==> config.mk <==
export PLATFORM = sky130hd
export DESIGN_NAME = operand_fetch
export DESIGN_NICKNAME = d
export VERILOG_FILES = /design/src/rtl/rm_pkg.sv /design/src/rtl/operand_fetch_regfile.sv /design/src/rtl/operand_fetch.sv
export SDC_FILE = /design/constraint.sdc
export NUM_CORES = 1
export LEC_CHECK = 0
export ABC_AREA = 1
export BUFFER_PORTS_ARGS = -buffer_cell sky130_fd_sc_hd__buf_2
export CAP_MARGIN = 0
export CORE_ASPECT_RATIO = 1.2
export CORE_MARGIN = 3
export CORE_UTILIZATION = 44
export DETAILED_ROUTE_END_ITERATION = 8
export PLACE_DENSITY = 0.66
export SLEW_MARGIN = 0
export SYNTH_ARGS = -nofsm -noshare
export SYNTH_HDL_FRONTEND = slang
export SYNTH_SLANG_ARGS = --single-unit
==> constraint.sdc <==
create_clock -name clk -period 4.3 [get_ports clk]
set_input_delay 0.645 -clock clk [delete_from_list [all_inputs] [get_ports clk]]
set_output_delay 0.645 -clock clk [all_outputs]
set_load 0.01 [all_outputs]
==> src/rtl/rm_pkg.sv <==
// rm_pkg: definitions shared across the simple RISC datapath.
//   REG_W / NREG : default register width and register count
//   reg_idx_t    : register index (3 bits)
//   shift_op_t   : shifter operation code, same encoding as the shifter
//   of_state_t   : operand_fetch FSM states
package rm_pkg;

  localparam int REG_W = 16;
  localparam int NREG  = 8;

  typedef logic [2:0] reg_idx_t;

  typedef enum logic [1:0] {
    NONE = 2'b00,
    LSL  = 2'b01,
    LSR  = 2'b10,
    ASR  = 2'b11
  } shift_op_t;

  typedef enum logic [1:0] {
    IDLE,
    RD_A,
    RD_B,
    VALID
  } of_state_t;

endpackage

==> src/rtl/operand_fetch_regfile.sv <==
// regfile: NREG x DW general register array.
//   clk, reset : clock and synchronous active-high clear of every register
//   wr_en      : write enable; wr_idx / wr_data give the target and the value
//   rd_idx     : combinational read address
//   rd_data    : read data, write-first (a same-cycle write to rd_idx is
//                forwarded instead of the stale array contents)
module regfile #(
  parameter  int DW   = 16,
  parameter  int NREG = 8,
  localparam int IW   = $clog2(NREG)
) (
  input  logic          clk,
  input  logic          reset,
  input  logic          wr_en,
  input  logic [IW-1:0] wr_idx,
  input  logic [DW-1:0] wr_data,
  input  logic [IW-1:0] rd_idx,
  output logic [DW-1:0] rd_data
);

  logic [DW-1:0] mem [NREG];

  // NOTE: this array is cleared by reset, so it maps to flops, not a RAM
  // macro; a reset loop over a real memory would not be synthesizable.
  // Reset also wins over a write in the same cycle.
  always_ff @(posedge clk) begin
    if (reset) begin
      for (int i = 0; i < NREG; i++) mem[i] <= '0;
    end else if (wr_en) begin
      mem[wr_idx] <= wr_data;
    end
  end

  // Bypass keeps a writeback landing in the read cycle from being missed.
  assign rd_data = (wr_en && (wr_idx == rd_idx)) ? wr_data : mem[rd_idx];

endmodule

==> src/rtl/operand_fetch.sv <==
// operand_fetch: reads Rn and Rm from the register file one per cycle,
// latches them into the A/B operand registers and offers them, together
// with the captured shift code, under a valid/ready handshake.
//   clk, reset          : clock, synchronous active-high reset
//   start               : fetch request, sampled only in IDLE
//   rn, rm, shift_in,
//   use_a               : request fields, captured on start
//   wb_en/wb_reg/wb_data: writeback port, live in every state
//   op_ready            : downstream accepts the operands
//   busy                : not in IDLE
//   op_valid            : a_out / b_out / shift_out are valid
//   a_out, b_out        : ALU operand and shifter data
//   shift_out           : shifter operation code
module operand_fetch
  import rm_pkg::*;
#(
  parameter  int DW   = rm_pkg::REG_W,
  parameter  int NREG = rm_pkg::NREG,
  localparam int IW   = $clog2(NREG)
) (
  input  logic          clk,
  input  logic          reset,
  input  logic          start,
  input  logic [IW-1:0] rn,
  input  logic [IW-1:0] rm,
  input  logic [1:0]    shift_in,
  input  logic          use_a,
  input  logic          wb_en,
  input  logic [IW-1:0] wb_reg,
  input  logic [DW-1:0] wb_data,
  input  logic          op_ready,
  output logic          busy,
  output logic          op_valid,
  output logic [DW-1:0] a_out,
  output logic [DW-1:0] b_out,
  output logic [1:0]    shift_out
);

  of_state_t     state, state_nxt;
  logic [IW-1:0] rn_q, rm_q;
  shift_op_t     shift_q, shift_r;
  logic          use_a_q;
  logic [IW-1:0] rd_idx;
  logic [DW-1:0] rd_data;

  regfile #(.DW(DW), .NREG(NREG)) u_regfile (
    .clk    (clk),
    .reset  (reset),
    .wr_en  (wb_en),
    .wr_idx (wb_reg),
    .wr_data(wb_data),
    .rd_idx (rd_idx),
    .rd_data(rd_data)
  );

  // Single read port: Rn in RD_A, Rm otherwise.
  assign rd_idx = (state == RD_A) ? rn_q : rm_q;

  // NOTE: sequential state uses non-blocking assignments so every flop
  // samples pre-edge values regardless of block ordering.
  always_ff @(posedge clk) begin
    if (reset) state <= IDLE;
    else       state <= state_nxt;
  end

  // NOTE: the default assignment first keeps this block free of latches
  // on any path that does not assign state_nxt.
  always_comb begin
    state_nxt = state;
    unique case (state)
      IDLE:  if (start) state_nxt = use_a ? RD_A : RD_B;
      RD_A:  state_nxt = RD_B;
      RD_B:  state_nxt = VALID;
      VALID: if (op_ready) state_nxt = IDLE;
      default: state_nxt = IDLE;
    endcase
  end

  // Pure decodes of the state register: no combinational input path.
  always_comb begin
    busy     = (state != IDLE);
    op_valid = (state == VALID);
  end

  // Request capture; only IDLE listens to start.
  always_ff @(posedge clk) begin
    if (reset) begin
      rn_q    <= '0;
      rm_q    <= '0;
      shift_q <= NONE;
      use_a_q <= 1'b0;
    end else if (state == IDLE && start) begin
      rn_q    <= rn;
      rm_q    <= rm;
      shift_q <= shift_op_t'(shift_in);
      use_a_q <= use_a;
    end
  end

  // Operand registers load only in RD_A / RD_B, so they stay frozen in VALID.
  always_ff @(posedge clk) begin
    if (reset) begin
      a_out   <= '0;
      b_out   <= '0;
      shift_r <= NONE;
    end else begin
      case (state)
        RD_A: a_out <= rd_data;
        RD_B: begin
          b_out   <= rd_data;
          shift_r <= shift_q;
          if (!use_a_q) a_out <= '0;
        end
        default: ;
      endcase
    end
  end

  assign shift_out = shift_r;

endmodule

* Yosys cells after proc, flatten, opt, wreduce, memory -nomap -nowiden
Memory sizes are Yosys's and may differ from the RTL's.
Index checks and enable logic that the tools add are counted.
** Word-level totals
- Register bits after elaboration :: 45
- Memories kept :: 1
- Input bits :: 33
- Output and inout port bits :: 36
- RAM bits :: 128
- Logic and storage cells :: 40
** Cells by class
- Muxes and demuxes :: 16
- Reductions and logical operators :: 8
- Equal/unequal tests :: 7
** Memories
- u_regfile.mem :: depth 8, width 16, read ports 1, clocked after Yosys merged registers in 0, write ports 8, line operand_fetch_regfile.sv:21 : logic [DW-1:0] mem [NREG];
** Operator list (count)
- $mux W16 :: 3
- $pmux W16 S2 :: 1
- $reduce_or A16 Y1 :: 1
- $pmux W2 S4 :: 1
- $mux W1 :: 6
- $mux W2 :: 3
- $mux W3 :: 2
- $ne A2 B2 Y1 const B :: 3
- $eq A2 B2 Y1 const B :: 2
- $reduce_and A2 Y1 :: 2
- $reduce_bool A2 Y1 :: 2
- $eq A3 B3 Y1 :: 1
- $eq A2 B1 Y1 const B :: 1
- $logic_and A1 B1 Y1 :: 2
- $logic_not A2 Y1 :: 1

* Depth between registers and ports, before layout
- Depth after elaboration :: 6
- Depth in mapped cells :: 17
- Gate-level depth less buffers :: 15

* By module
A second synthesis with hierarchy kept.
** Unflattened totals
- Cell total of the unflattened synthesis :: 964
- Area total of the unflattened synthesis :: 8191.6 µm²
** Modules (own cells, without submodules)
- regfile :: cells an instance 733, sequential area each 3843.7 µm², instances 1, area each 6344.8 µm²
- operand_fetch :: cells an instance 231, sequential area each 900.9 µm², instances 1, area each 1846.8 µm²

* Worst setup path after synthesis
Ideal clock, no wire load.
- Kind :: input to register
- Start point :: input reset
- End point :: memory u_regfile.mem[0][0], enable pin
- Required time :: 3928 ps
- Setup slack :: 2050 ps
- Path buffers :: 2
- Stages on the path :: 7
- Data arrival time :: 1878 ps
- Setup time :: 372 ps
- Cell sequence :: clkbuf_1 inv_1 nand2_1 nor2_1 nand2_1 clkbuf_1 nand2_1
** RTL lines
- start, declared :: line operand_fetch.sv:22 : input logic reset,
- end, declared :: line operand_fetch_regfile.sv:21

* Final worst setup path
- Start point :: register state[1]
- End point :: register b_out[15]
** On the way
- Cells in the longest elaborated chain, start to end :: 5
- Elaborated cells between the ends (all ways) :: 7
- Those cells by class :: 3 x eq/ne; 2 x mux; 1 x reduce/logical; 1 x memory
** RTL lines
- start, declared :: line operand_fetch.sv:39 : of_state_t state, state_nxt;
- start signal, assigned :: line operand_fetch.sv:63 : else state <= state_nxt;
- branches (longest 5 deep; another with $mem_v2 Z8 W16)
- end signal, assigned :: line operand_fetch.sv:110 : b_out <= rd_data;
- end, declared :: line operand_fetch.sv:35 : output logic [DW-1:0] b_out,
Several ways; the timed one is not identified.
A chain may end at the register's enable or synchronous reset.

==> metrics.md <==
| Metric | Value |
|---|---|
| Status | `finished, final reports clean` |
| Weighted congestion at the end of routability-driven global placement | `0.805` |
| # port buffers | `68` |
| Post-placement worst setup slack | `~1.3 ns` |
| Average size of a mapped cell | `8.52 um2` |
| Hold Crit Start | `a_out[2]$_SDFFE_PP0P_` |
| Post-layout nets | `1070` |
| Routed len/inst | `15.7 um` |
| Placed Instances | `1265` |
| Total number of vias | `approximately 6.6k` |
| Number of antenna repair diodes | `0` |
| Distinct cell type count after synthesis | `29` |
| Iteration-0 DRC Markers | `702` |
| GRT Max-Usage Layer | `met2` |
| Final count of pins violating max slew | `0` |
| Routing usage on met3 | `4.06%` |
| RR Startpoint | `state[1]$_SDFFE_PP0P_` |
| Global-route track usage on met1 | `25.3%` |
| Cells after synthesis | `985` |
| Vias per Instance | `~5.1` |
| Adder-Cell Fraction of Synth Area | `0.745%` |
| Max H-tree Level | `4` |
| RSZ-0062 raised after global routing | `no` |
| Critical Setup Path Class | `reg2reg` |
| Required arrival time at the worst endpoint | `4.63 ns` |
| Post-route minimum period | `2.91 ns` |
| Kind of launch point of the worst setup path | `flip-flop` |
| CP endpoint kind | `flip-flop` |
| Share of cell area taken by muxes after synthesis | `0%` |
| Cell Area, Synth | `8390 um2` |
| Max Freq | `343 MHz` |
| Xor-xnor portion of the synthesized cell area | `0%` |
| Final setup violation count | `0` |
| DPL Wire Length | `13000 um` |
| Via count of the first global-routing pass | `6124` |
| Clock tree buffer depth | `2` |
| Pin count of the biggest net entering global routing | `50` |
| Std-Cell Core Area | `18400 um2` |
| Worst min-delay path endpoint | `a_out[2]$_SDFFE_PP0P_` |
| Initial core utilization | `45.5%` |
| Gr ovfl total | `0` |
| Worst-path clk slew | `0.06 ns` |
| Slew at the pin closest to its max-slew limit | `about 1 ns` |
| Worst slew margin | `31.2%` |
| Worst-Skew Late Latency | `0.44 ns` |
| Worst Path Max Fanout | `49` |
| Inserted Clock Buffers | `17` |
| Static Leakage | `approximately 4.4 nW` |
| Clock root buffer | `sky130_fd_sc_hd__clkbuf_16` |
| Setup slack of the most critical reg-to-reg path | `between 1 and 1.5 ns` |
| Combinational family with the most area after synthesis | `simple AND/OR/NAND/NOR gates` |
| CTS tree | `yes` |
| Critical path data arrival time | `3.24 ns` |
| Global-route total usage across every layer | `20.0%` |
| Routed wire length | `a little over 20000 um` |
| Worst hold-check path type | `reg2reg` |
| Final instance count without filler cells | `between 1k and 1.5k` |
| Nets in the synthesized netlist | `approximately 1.0k` |
| CTS Sinks | `173` |
| Number of routed nets with antenna violations | `0` |
| Proportion of synthesized chip area in sequential cells | `56.5%` |
| Power Dens Cells | `606 nW/um2` |
| Final sum of negative setup slack | `0 ns` |
| Cts-stage hold buffer count | `0` |
| Fin. Hold Viols | `0` |
| Length in cells of the worst reg-to-reg path | `13` |
| Max-cap violations | `0` |
| Die height | `about 160 um` |
| Post CTS Setup Buffer Count | `0` |
| First-pass GRT wire length | `roughly 33000 um` |
| Peak supply drop | `between 300 and 400 uV` |
| Warning count from the yosys run | `0` |
| Simple-gate share of the synthesized area | `between 20% and 30%` |
| Resize count post-CTS | `0` |
| Synth Area in Compound Gates | `4.09%` |
| Crit share post-route | `67.7%` |
| Number of cell rows | `54` |
| Depth of the worst hold-timing path | `2` |
| Number of antenna violations at the first check in global routing | `0` |
| Width of the die | `132 um` |
| Met2 Use GR | `35.2%` |
| Layout overhead on the synthesized area | `12.4%` |
| Layout cells sized above 1 | `14.6%` |
| First-pass iteration count of the detailed router | `6` |
| Post-detailed-route DRC marker count | `0` |
| Area of the die | `20800 um2` |
| Setup slack after layout | `~1.4 ns` |
| R2r endpoint | `b_out[15]$_SDFFE_PP0P_` |
| Seq cells post-synth | `173` |
| Clock tree skew after final layout | `around 0.0075 ns` |
| Top-Level Pins | `69` |
-- cell families (layout without fill, tap and decap cells) --
kind of cell | count (synthesis) | after routing
DFF | 173 | 173
buffers and inverters | 223 | 283
and+or+nand+nor | 527 | 527
AOI/OAI and AO/OA | 57 | 57
adders and majority gates | 5 | 5
-- metal layers --
layer | vias up | wire length, um
met5 | - | 0
met4 | 0 | 223
met3 | 19 | 1240
met2 | 203 | 10200
met1 | 3114 | 8690
li1 | 3217 | -
-- critical path: stages (launching register included) --
cell and delay (ns):
sky130_fd_sc_hd__dfxtp_1 0.36, sky130_fd_sc_hd__inv_1 0.09, sky130_fd_sc_hd__ha_1 0.41, sky130_fd_sc_hd__inv_6 0.18, sky130_fd_sc_hd__nand2_2 0.35, sky130_fd_sc_hd__nand2_2 0.15
sky130_fd_sc_hd__buf_4 0.50, sky130_fd_sc_hd__nand2_1 0.09, sky130_fd_sc_hd__nand3_1 0.09, sky130_fd_sc_hd__nand3_1 0.16, sky130_fd_sc_hd__nand3_1 0.15, sky130_fd_sc_hd__nand2_1 0.09
sky130_fd_sc_hd__o21ai_1 0.12, sky130_fd_sc_hd__inv_1 0.05
-- where the power goes --
group	total, W	switching [W]	internal (W)
Sequential	0.00213	0.000101	0.00203
Clock	0.00150	0.000670	0.000828
Combinational	0.00208	0.00145	0.000636
Total	0.00571	0.00222	0.00349
-- per-stage QoR --
stage	total power [W]	instance area [um2]	hold slack, ns	utilization [%]
2_1_floorplan	0.00366	8390	0.444	-
3_3_place_gp	0.00422	8860	0.449	48.0
3_5_place_dp	0.00424	8860	0.453	48.0
4_1_cts	0.00573	9430	0.463	51.1
5_1_grt	0.00608	9430	0.483	51.1
6_report	0.00571	9430	0.462	51.1
-- flip-flops by register name, indices dropped and copies added (netlist names) --
signal and cells:
shift_q 2, b_out 16, a_out 16, rm_q 3, use_a_q 1, u_regfile.mem 128, rn_q 3, state 2
shift_out 2
-- area by class of cell --
cell class	count	area, um2
fill	1766	9020
sequential	173	4740
multi-input combinational	589	2730
inverter	174	661
clock buffer	21	493
timing repair buffer	77	408
tap	252	315
clock inverter	11	76.3
-- worst max path at each step --
stage / cells past startpoint / slack, ns / endpoint / from
2_1_floorplan: 7 / 2.05 / u_regfile.mem[0][0]$_SDFFCE_PN0P_ / reset
3_3_place_gp: 7 / 1.27 / u_regfile.mem[0][12]$_SDFFCE_PN0P_ / reset
3_5_place_dp: 7 / 1.26 / u_regfile.mem[1][9]$_SDFFCE_PN0P_ / reset
4_1_cts: 13 / 1.42 / b_out[4]$_SDFFE_PP0P_ / state[1]$_SDFFE_PP0P_
5_1_grt: 13 / 1.10 / b_out[4]$_SDFFE_PP0P_ / state[1]$_SDFFE_PP0P_
6_report: 13 / 1.39 / b_out[15]$_SDFFE_PP0P_ / state[1]$_SDFFE_PP0P_
-- Yosys cell counts --
library cell / instances / area share [%]
sky130_fd_sc_hd__ha_1: 5 / 0.75
sky130_fd_sc_hd__o21ai_1: 15 / 0.89
sky130_fd_sc_hd__buf_6: 3 / 0.40
sky130_fd_sc_hd__edfxtp_1: 128 / 46
sky130_fd_sc_hd__buf_1: 1 / 0.045
sky130_fd_sc_hd__inv_4: 1 / 0.075
sky130_fd_sc_hd__o21bai_1: 1 / 0.089
sky130_fd_sc_hd__a21oi_1: 15 / 0.89
sky130_fd_sc_hd__buf_12: 1 / 0.24
sky130_fd_sc_hd__inv_2: 1 / 0.045
sky130_fd_sc_hd__buf_2: 14 / 0.83
sky130_fd_sc_hd__nand2_2: 23 / 1.7
sky130_fd_sc_hd__nor2_1: 177 / 7.9
sky130_fd_sc_hd__o21ai_4: 1 / 0.19
sky130_fd_sc_hd__inv_6: 1 / 0.10
sky130_fd_sc_hd__clkbuf_1: 24 / 1.1
sky130_fd_sc_hd__o22ai_1: 1 / 0.075
sky130_fd_sc_hd__clkinv_1: 1 / 0.045
sky130_fd_sc_hd__nand3_1: 178 / 11
sky130_fd_sc_hd__nand2_1: 141 / 6.3
sky130_fd_sc_hd__nor2_4: 3 / 0.40
sky130_fd_sc_hd__o21ai_2: 1 / 0.10
sky130_fd_sc_hd__buf_4: 6 / 0.54
sky130_fd_sc_hd__o21ai_0: 12 / 0.72
sky130_fd_sc_hd__nand2_4: 5 / 0.67
sky130_fd_sc_hd__a211oi_1: 2 / 0.18
sky130_fd_sc_hd__dfxtp_1: 45 / 11
sky130_fd_sc_hd__inv_1: 170 / 7.6
sky130_fd_sc_hd__a21oi_2: 9 / 0.94
-- cells in the final DEF, fill, tap and decap left out, drive strengths merged --
cell type / Yosys / layout
a211oi: 2 / 2
a21oi: 24 / 24
buf: 25 / 77
clkbuf: 24 / 21
clkinv: 1 / 6
dfxtp: 45 / 45
edfxtp: 128 / 128
ha: 5 / 5
inv: 173 / 179
nand2: 169 / 169
nand3: 178 / 178
nor2: 180 / 180
o21ai: 29 / 29
o21bai: 1 / 1
o22ai: 1 / 1
No activity file was read; power rests on OpenSTA's default activity.
